`config.mk`:
```
export PLATFORM = sky130hd
export DESIGN_NAME = datapath_seq
export DESIGN_NICKNAME = d
export VERILOG_FILES = /design/src/rtl/dp_pkg.sv /design/src/rtl/dp_regfile.sv /design/src/rtl/datapath_seq.sv
export SDC_FILE = /design/constraint.sdc
export NUM_CORES = 1
export LEC_CHECK = 0
export BUFFER_PORTS_ARGS = -buffer_cell sky130_fd_sc_hd__buf_2
export CAP_MARGIN = 15
export CORE_ASPECT_RATIO = 1.1
export CORE_MARGIN = 2
export CORE_UTILIZATION = 23
export CTS_BUF_LIST = sky130_fd_sc_hd__clkbuf_8
export CTS_CLUSTER_DIAMETER = 120
export DETAILED_ROUTE_END_ITERATION = 16
export SLEW_MARGIN = 20
export SYNTH_ARGS = -nofsm -noshare
export SYNTH_HDL_FRONTEND = slang
export SYNTH_SLANG_ARGS = --single-unit
```
`constraint.sdc`:
```
create_clock -name clk -period 4.45 [get_ports clk]
set_clock_uncertainty 0.1 [all_clocks]
set_input_delay 0.89 -clock clk [delete_from_list [all_inputs] [get_ports clk]]
set_output_delay 0.89 -clock clk [all_outputs]
set_load 0.005 [all_outputs]
```
`src/rtl/dp_pkg.sv`:
```
// dp_pkg: shared types and constants for the sequenced datapath.
//
// Contents:
//   alu_op_e  - ALU operation encoding (ADD, SUB, AND, NOT B)
//   shift_e   - shifter control encoding applied to the B operand
//   state_e   - command sequencer states
//   ST_Z/N/V  - bit positions of the flags inside the 3-bit status word
package dp_pkg;

    typedef enum logic [1:0] {
        ALU_ADD  = 2'b00,
        ALU_SUB  = 2'b01,
        ALU_AND  = 2'b10,
        ALU_NOTB = 2'b11
    } alu_op_e;

    typedef enum logic [1:0] {
        SH_NONE = 2'b00,
        SH_LSL1 = 2'b01,
        SH_LSR1 = 2'b10,
        SH_ASR1 = 2'b11
    } shift_e;

    typedef enum logic [2:0] {
        S_IDLE = 3'd0,
        S_LDA  = 3'd1,
        S_LDB  = 3'd2,
        S_EXEC = 3'd3,
        S_WB   = 3'd4
    } state_e;

    localparam int ST_Z = 0;
    localparam int ST_N = 1;
    localparam int ST_V = 2;

endpackage

```
`src/rtl/dp_regfile.sv`:
```
// dp_regfile: NREGS x WIDTH register file.
//
// Ports:
//   clk        - rising-edge clock
//   reset      - asynchronous active-low clear of every entry
//   we         - write enable
//   wr_addr    - write index
//   wr_data    - write data
//   rd_addr_a  - read port A index (combinational)
//   rd_data_a  - read port A data
//   rd_addr_b  - read port B index (combinational)
//   rd_data_b  - read port B data
module dp_regfile #(
    parameter int WIDTH = 16,
    parameter int NREGS = 8
) (
    input  logic                     clk,
    input  logic                     reset,
    input  logic                     we,
    input  logic [$clog2(NREGS)-1:0] wr_addr,
    input  logic [WIDTH-1:0]         wr_data,
    input  logic [$clog2(NREGS)-1:0] rd_addr_a,
    output logic [WIDTH-1:0]         rd_data_a,
    input  logic [$clog2(NREGS)-1:0] rd_addr_b,
    output logic [WIDTH-1:0]         rd_data_b
);

    logic [WIDTH-1:0] regs [NREGS];

    // Single write port; every entry clears on reset so an aborted
    // command can never leave a stale result behind.
    always_ff @(posedge clk or negedge reset) begin
        if (!reset) begin
            for (int i = 0; i < NREGS; i++) begin
                regs[i] <= '0;
            end
        end else if (we) begin
            regs[wr_addr] <= wr_data;
        end
    end

    // Both read ports are combinational so a value written at one edge
    // is visible to the sequencer in the very next cycle.
    assign rd_data_a = regs[rd_addr_a];
    assign rd_data_b = regs[rd_addr_b];

endmodule

```
`src/rtl/datapath_seq.sv`:
```
// datapath_seq: self-sequencing datapath (regfile, A/B/C registers,
// shifter, ALU, {V,N,Z} status) driven by a single start pulse.
//
// Ports:
//   clk, reset           - clock, asynchronous active-low reset
//   start                - command request, accepted only in S_IDLE
//   cmd_rn/rm/rd         - A source, B source, destination registers
//   cmd_aluop, cmd_shift - ALU operation and B-operand shift
//   cmd_asel, cmd_bsel   - zero A operand / use immediate as B operand
//   cmd_imm              - immediate, zero-extended to WIDTH
//   cmd_write, cmd_loads - write result back / update status
//   ext_wr/wrnum/data    - external register write, honoured when idle
//   busy, done           - command in progress / one-cycle completion
//   datapath_out         - C register
//   status_out           - {V,N,Z}
//
// Optional feature: define DATAPATH_SEQ_FAST_EN to skip S_LDA when the
// A operand is forced to zero and S_WB when no writeback is requested.
module datapath_seq
    import dp_pkg::*;
#(
    parameter int WIDTH = 16,
    parameter int NREGS = 8,
    parameter int IMM_W = 5
) (
    input  logic                     clk,
    input  logic                     reset,
    input  logic                     start,
    input  logic [$clog2(NREGS)-1:0] cmd_rn,
    input  logic [$clog2(NREGS)-1:0] cmd_rm,
    input  logic [$clog2(NREGS)-1:0] cmd_rd,
    input  logic [1:0]               cmd_aluop,
    input  logic [1:0]               cmd_shift,
    input  logic                     cmd_asel,
    input  logic                     cmd_bsel,
    input  logic [IMM_W-1:0]         cmd_imm,
    input  logic                     cmd_write,
    input  logic                     cmd_loads,
    input  logic                     ext_wr,
    input  logic [$clog2(NREGS)-1:0] ext_wrnum,
    input  logic [WIDTH-1:0]         ext_data,
    output logic                     busy,
    output logic                     done,
    output logic [WIDTH-1:0]         datapath_out,
    output logic [2:0]               status_out
);

    localparam int AW = $clog2(NREGS);

    state_e           state_q, state_d;
    logic [AW-1:0]    lat_rn, lat_rm, lat_rd;
    alu_op_e          lat_aluop;
    shift_e           lat_shift;
    logic             lat_asel, lat_bsel, lat_write, lat_loads;
    logic [IMM_W-1:0] lat_imm;
    logic [WIDTH-1:0] a_q, b_q, c_q;
    logic [2:0]       status_q;
    logic             done_q, done_d;
    logic             accept;

    logic             rf_we;
    logic [AW-1:0]    rf_waddr;
    logic [WIDTH-1:0] rf_wdata, rf_rd_a, rf_rd_b;

    logic [WIDTH-1:0] b_shifted, ain, bin, alu_res;
    logic             alu_ovf;

    assign accept = (state_q == S_IDLE) && start;

    // The write port is shared: external loads own it while idle, the
    // command's writeback owns it in S_WB; the two never overlap.
    always_comb begin
        rf_we    = 1'b0;
        rf_waddr = ext_wrnum;
        rf_wdata = ext_data;
        if (state_q == S_IDLE && ext_wr) begin
            rf_we = 1'b1;
        end else if (state_q == S_WB && lat_write) begin
            rf_we    = 1'b1;
            rf_waddr = lat_rd;
            rf_wdata = c_q;
        end
    end

    dp_regfile #(.WIDTH(WIDTH), .NREGS(NREGS)) u_rf (
        .clk       (clk),
        .reset     (reset),
        .we        (rf_we),
        .wr_addr   (rf_waddr),
        .wr_data   (rf_wdata),
        .rd_addr_a (lat_rn),
        .rd_data_a (rf_rd_a),
        .rd_addr_b (lat_rm),
        .rd_data_b (rf_rd_b)
    );

    // Sequencer state register.
    always_ff @(posedge clk or negedge reset) begin
        if (!reset) begin
            state_q <= S_IDLE;
        end else begin
            state_q <= state_d;
        end
    end

    // Next-state and completion logic. done is registered, so it is
    // raised in the cycle that follows the last working state, which is
    // also an S_IDLE cycle able to accept the next command.
    always_comb begin
        state_d = state_q;
        done_d  = 1'b0;
        case (state_q)
            S_IDLE: begin
                if (start) begin
`ifdef DATAPATH_SEQ_FAST_EN
                    state_d = cmd_asel ? S_LDB : S_LDA;
`else
                    state_d = S_LDA;
`endif
                end
            end
            S_LDA:  state_d = S_LDB;
            S_LDB:  state_d = S_EXEC;
            S_EXEC: begin
`ifdef DATAPATH_SEQ_FAST_EN
                if (lat_write) begin
                    state_d = S_WB;
                end else begin
                    state_d = S_IDLE;
                    done_d  = 1'b1;
                end
`else
                state_d = S_WB;
`endif
            end
            S_WB: begin
                state_d = S_IDLE;
                done_d  = 1'b1;
            end
            default: state_d = S_IDLE;
        endcase
    end

    // Command fields are captured once on the accepting edge so the
    // decoder is free to change cmd_* while the command runs.
    always_ff @(posedge clk or negedge reset) begin
        if (!reset) begin
            lat_rn    <= '0;
            lat_rm    <= '0;
            lat_rd    <= '0;
            lat_aluop <= ALU_ADD;
            lat_shift <= SH_NONE;
            lat_asel  <= 1'b0;
            lat_bsel  <= 1'b0;
            lat_imm   <= '0;
            lat_write <= 1'b0;
            lat_loads <= 1'b0;
        end else if (accept) begin
            lat_rn    <= cmd_rn;
            lat_rm    <= cmd_rm;
            lat_rd    <= cmd_rd;
            lat_aluop <= alu_op_e'(cmd_aluop);
            lat_shift <= shift_e'(cmd_shift);
            lat_asel  <= cmd_asel;
            lat_bsel  <= cmd_bsel;
            lat_imm   <= cmd_imm;
            lat_write <= cmd_write;
            lat_loads <= cmd_loads;
        end
    end

    // Operand selection and ALU. The immediate bypasses the shifter.
    always_comb begin
        b_shifted = b_q;
        case (lat_shift)
            SH_NONE: b_shifted = b_q;
            SH_LSL1: b_shifted = {b_q[WIDTH-2:0], 1'b0};
            SH_LSR1: b_shifted = {1'b0, b_q[WIDTH-1:1]};
            SH_ASR1: b_shifted = {b_q[WIDTH-1], b_q[WIDTH-1:1]};
        endcase
        ain     = lat_asel ? '0 : a_q;
        bin     = lat_bsel ? WIDTH'(lat_imm) : b_shifted;
        alu_res = '0;
        alu_ovf = 1'b0;
        case (lat_aluop)
            ALU_ADD: begin
                alu_res = ain + bin;
                alu_ovf = (ain[WIDTH-1] == bin[WIDTH-1]) &&
                          (alu_res[WIDTH-1] != ain[WIDTH-1]);
            end
            ALU_SUB: begin
                alu_res = ain - bin;
                alu_ovf = (ain[WIDTH-1] != bin[WIDTH-1]) &&
                          (alu_res[WIDTH-1] != ain[WIDTH-1]);
            end
            ALU_AND:  alu_res = ain & bin;
            ALU_NOTB: alu_res = ~bin;
        endcase
    end

    // Operand, result and status registers plus the registered done.
    always_ff @(posedge clk or negedge reset) begin
        if (!reset) begin
            a_q      <= '0;
            b_q      <= '0;
            c_q      <= '0;
            status_q <= '0;
            done_q   <= 1'b0;
        end else begin
            done_q <= done_d;
            if (state_q == S_LDA) begin
                a_q <= rf_rd_a;
            end
            if (state_q == S_LDB) begin
                b_q <= rf_rd_b;
            end
            if (state_q == S_EXEC) begin
                c_q <= alu_res;
                if (lat_loads) begin
                    status_q[ST_Z] <= (alu_res == '0);
                    status_q[ST_N] <= alu_res[WIDTH-1];
                    status_q[ST_V] <= alu_ovf;
                end
            end
        end
    end

    assign busy         = (state_q != S_IDLE);
    assign done         = done_q;
    assign datapath_out = c_q;
    assign status_out   = status_q;

endmodule

```
==> results.yml <==
route:
  drc: 0
  route.detailed.wl_per_inst_um: 17.8
  vias: 9291
  drt.antenna.violating_nets: 0
  drt_pre_antenna_iters: 5
  detail_route.iter0.violations: 598
  vias_per_cell: 4.81
  route.final.wire_length_mm: 34.3
logic_synthesis:
  ys_warn_count: 0
  synth_top_flop_cell: "sky130_fd_sc_hd__dfrtp_1"
  synth_most_common_cell: "sky130_fd_sc_hd__dfrtp_1"
  largest_cells_by_area_after_synthesis: "sky130_fd_sc_hd__dfrtp_1 43%, sky130_fd_sc_hd__mux4_2 13%, sky130_fd_sc_hd__a21oi_1 5.2%, sky130_fd_sc_hd__mux2i_1 4.8%, sky130_fd_sc_hd__nor2_1 4.4%"
  yosys.cell_types.count: 77
  number_of_synthesized_flops_with_an_enable_pin: 0
  async_reset_ff_share_pct: 100
  synthCells: 1194
  synth_common_cells: "205 x sky130_fd_sc_hd__dfrtp_1, 141 x sky130_fd_sc_hd__nor2_1, 126 x sky130_fd_sc_hd__a21oi_1"
  synth_top_cell_by_area: "sky130_fd_sc_hd__dfrtp_1"
  yosys_reg_bits: 205
  syn_area_um2: 12000
  synthesis.nets: 1274
  post_syn_area_per_cell_um2: 10.1
  synth.top_cell.area_share_pct: 42.6
  synth-seq-area-share_pct: 42.6
pwr:
  p_seq_share_pct: 30.4
  power.combinational.fraction_pct: 55.2
  netSwitchingFraction_pct: 43.9
  power.share.clock_pct: 14.3
  power.density_nw_per_um2: 910
  total_leakage_power_nw: 5.89
  p_total_w: 0.0126
  max-vdd-ir-drop_uv: 239
  cell_internal_pwr_w: 0.00707
  power.switching_w: 0.00552
clock_network:
  tritoncts: "done"
  numClockSinks: 205
  worstSkewPairLatency_ns: 0.55
  clk_pin_slew_worst_paths_ns: 0.06
  clk_root_buffer_cell: "sky130_fd_sc_hd__clkbuf_8"
  post_cts_buffers: 0
  ctsResizeCount: 0
  cts_htree_levels: 2
  hold_buffers: 0
  cts_made_buffers: 36
  cts.path.max_buffers: 3
setup_path:
  ff2ff_setup_slack_ns: 0.29
  r2r-start: "lat_shift[0]$_DFFE_PN0P_"
  r2r.worst_path.cells: 14
  arrival_ns: 4.53
  critical_path_required_ns: 4.82
  crit_path_start_kind: "flip-flop"
  endpoint_kind: "flip-flop"
  crit_fanout: 11
  timing.setup.critical_path_class: "flip-flop to flip-flop"
  worstReg2RegEnd: "status_out[0]$_DFFE_PN0P_"
die:
  y_dimension_of_the_die_um: 244
  fp.dieW_um: 222
  floorplan.rows: 87
  i_o_pins: 66
  core_region_area_um2: 51500
  die_area_um2: 54200
  starting_density_of_the_core_pct: 23.4
sta:
  worst_slew_margin_relative_to_its_limit_pct: 36.0
  timing_max_transition_violations_final: 0
  timing.final.crit_share_pct: 93.5
  totalNegativeSetupSlack_ns: 0
  worstMarginPinSlew_ns: 0.960
  setup-violations-final: 0
  hold_viol: 0
  final.min_clock_period_ns: 4.16
  rsz0062_at_grt: "no"
  fmax_mhz: 240
job:
  max_cap_violations: 0
global_routing:
  grt_pass1_wl_mm: 54.2
  grt-ovfl-total: 0
  number_of_global_route_vias_before_repair: 9438
  initial_antenna_violation_count: 2
  grt.total_usage_pct: 12.7
  grt_max_degree: 113
place:
  port_buffers: 65
  gp_routability_congestion: 0.872
  hpwlAfterDp_mm: 24.4
final_layout:
  final_layout_size_suffix_gt1_share_pct: 21.4
  antenna-diode-count: 0
  finalCoreUtilization_pct: 26.9
  nets: 1319
  flow.area_growth_from_synthesis_pct: 14.9
  n_fill_cell: 5369
hold_path:
  timing.hold.worst.class: "input pin to async pin"
status:
  outcome: "finished, final reports clean"
==> cells in the final DEF (no fill, tap or decap), types with 33 or more instances in the layout <==
cell type                    n
sky130_fd_sc_hd__dfrtp_1   201
sky130_fd_sc_hd__nor2_1    138
sky130_fd_sc_hd__a21oi_1   126
sky130_fd_sc_hd__nand2_1   125
sky130_fd_sc_hd__o21ai_0    92
sky130_fd_sc_hd__mux4_2     67
sky130_fd_sc_hd__buf_2      64
sky130_fd_sc_hd__mux2i_1    58
sky130_fd_sc_hd__clkbuf_8   49
sky130_fd_sc_hd__inv_1      48
sky130_fd_sc_hd__ha_1       33
==> how the worst max path moves through the flow <==
stage,startpoint,endpoint,slack (ns),cells past startpoint
floorplan,lat_shift[0]$_DFFE_PN0P_,status_out[0]$_DFFE_PN0P_,0.87,14
global placement,lat_shift[0]$_DFFE_PN0P_,status_out[0]$_DFFE_PN0P_,0.36,14
detailed placement,lat_shift[0]$_DFFE_PN0P_,status_out[0]$_DFFE_PN0P_,0.36,14
CTS,lat_shift[0]$_DFFE_PN0P_,status_out[0]$_DFFE_PN0P_,0.32,14
global route,lat_shift[0]$_DFFE_PN0P_,status_out[0]$_DFFE_PN0P_,0.01,14
finish,lat_shift[0]$_DFFE_PN0P_,status_out[0]$_DFFE_PN0P_,0.29,14
==> cell families (layout without fill, tap and decap cells) <==
kind of cell,count (synthesis),in the layout,share of synthesized area (%)
adder cells (fa/ha/maj),35,35,3.76
XOR/XNOR,12,12,0.873
buffers and inverters,123,194,4.24
flip-flops,205,205,42.6
AO/OA/AOI/OAI,298,298,14.9
multiplexers,152,152,19.9
AND/OR/NAND/NOR,369,369,13.7
==> state kept, by name, indices dropped and copies added (netlist names) <==
register,cells
lat_rm,3
u_rf.regs,128
a_q,16
lat_write,1
state_q,3
lat_asel,1
done,1
lat_aluop,2
lat_shift,2
lat_bsel,1
lat_loads,1
lat_imm,5
b_q,16
lat_rd,3
lat_rn,3
datapath_out,16
status_out,3
==> layer usage <==
layer,up-vias,share of wire (%),track usage [%]
met1,4595,41,15.3
li1,4356,-,-
met3,69,4.7,2.19
met4,4,3.2,4.67
met2,267,51,22.8
met5,-,0.061,0
==> critical path, cell delays in order (launching register included) <==
cell and delay [ns]:
sky130_fd_sc_hd__dfrtp_1 0.59, sky130_fd_sc_hd__mux2i_1 0.23, sky130_fd_sc_hd__nand2_1 0.07, sky130_fd_sc_hd__a22oi_1 0.28, sky130_fd_sc_hd__inv_1 0.17, sky130_fd_sc_hd__ha_1 0.33
sky130_fd_sc_hd__o21ba_1 0.20, sky130_fd_sc_hd__or4_4 0.43, sky130_fd_sc_hd__nand3_1 0.14, sky130_fd_sc_hd__a211oi_1 0.11, sky130_fd_sc_hd__o31a_1 0.31, sky130_fd_sc_hd__o31ai_1 0.55
sky130_fd_sc_hd__and3_1 0.25, sky130_fd_sc_hd__and4_1 0.19, sky130_fd_sc_hd__a31o_1 0.14
==> power groups by stage <==
stage / combinational, W / clock [W] / sequential, W
after detailed placement: 0.00691 / 0 / 0.00388
after global routing: 0.00767 / 0.00195 / 0.00400
after global placement: 0.00685 / 0 / 0.00381
after floorplan: 0.00565 / 0 / 0.00327
after CTS: 0.00694 / 0.00187 / 0.00385
final: 0.00696 / 0.00180 / 0.00383
==> through the flow <==
| stage | cell area (um^2) | std cells | hold slack, ns | worst slack [ns] |
|---|---|---|---|---|
| global placement | 13100 | 1868 | 0.367 | 0.361 |
| global route | 13800 | 1932 | 0.424 | 0.0122 |
| floorplan | 12000 | 1194 | 0.361 | 0.866 |
| CTS | 13800 | 1932 | 0.392 | 0.316 |
| finish | 13800 | 1932 | 0.337 | 0.290 |
| detailed placement | 13100 | 1868 | 0.380 | 0.363 |
==> area by class of cell <==
cell class | count | area [um^2] | share of cell area [%]
repair buffers | 92 | 549 | 3.97
clock inverters | 16 | 96.3 | 0.696
clock buffers | 48 | 661 | 4.77
inverters | 38 | 143 | 1.03
flip-flops and latches | 205 | 5130 | 37.1
well taps | 667 | 835 | 6.03
multi-input cells | 866 | 6420 | 46.4
Note: power is estimated with default switching activity, not from simulation.
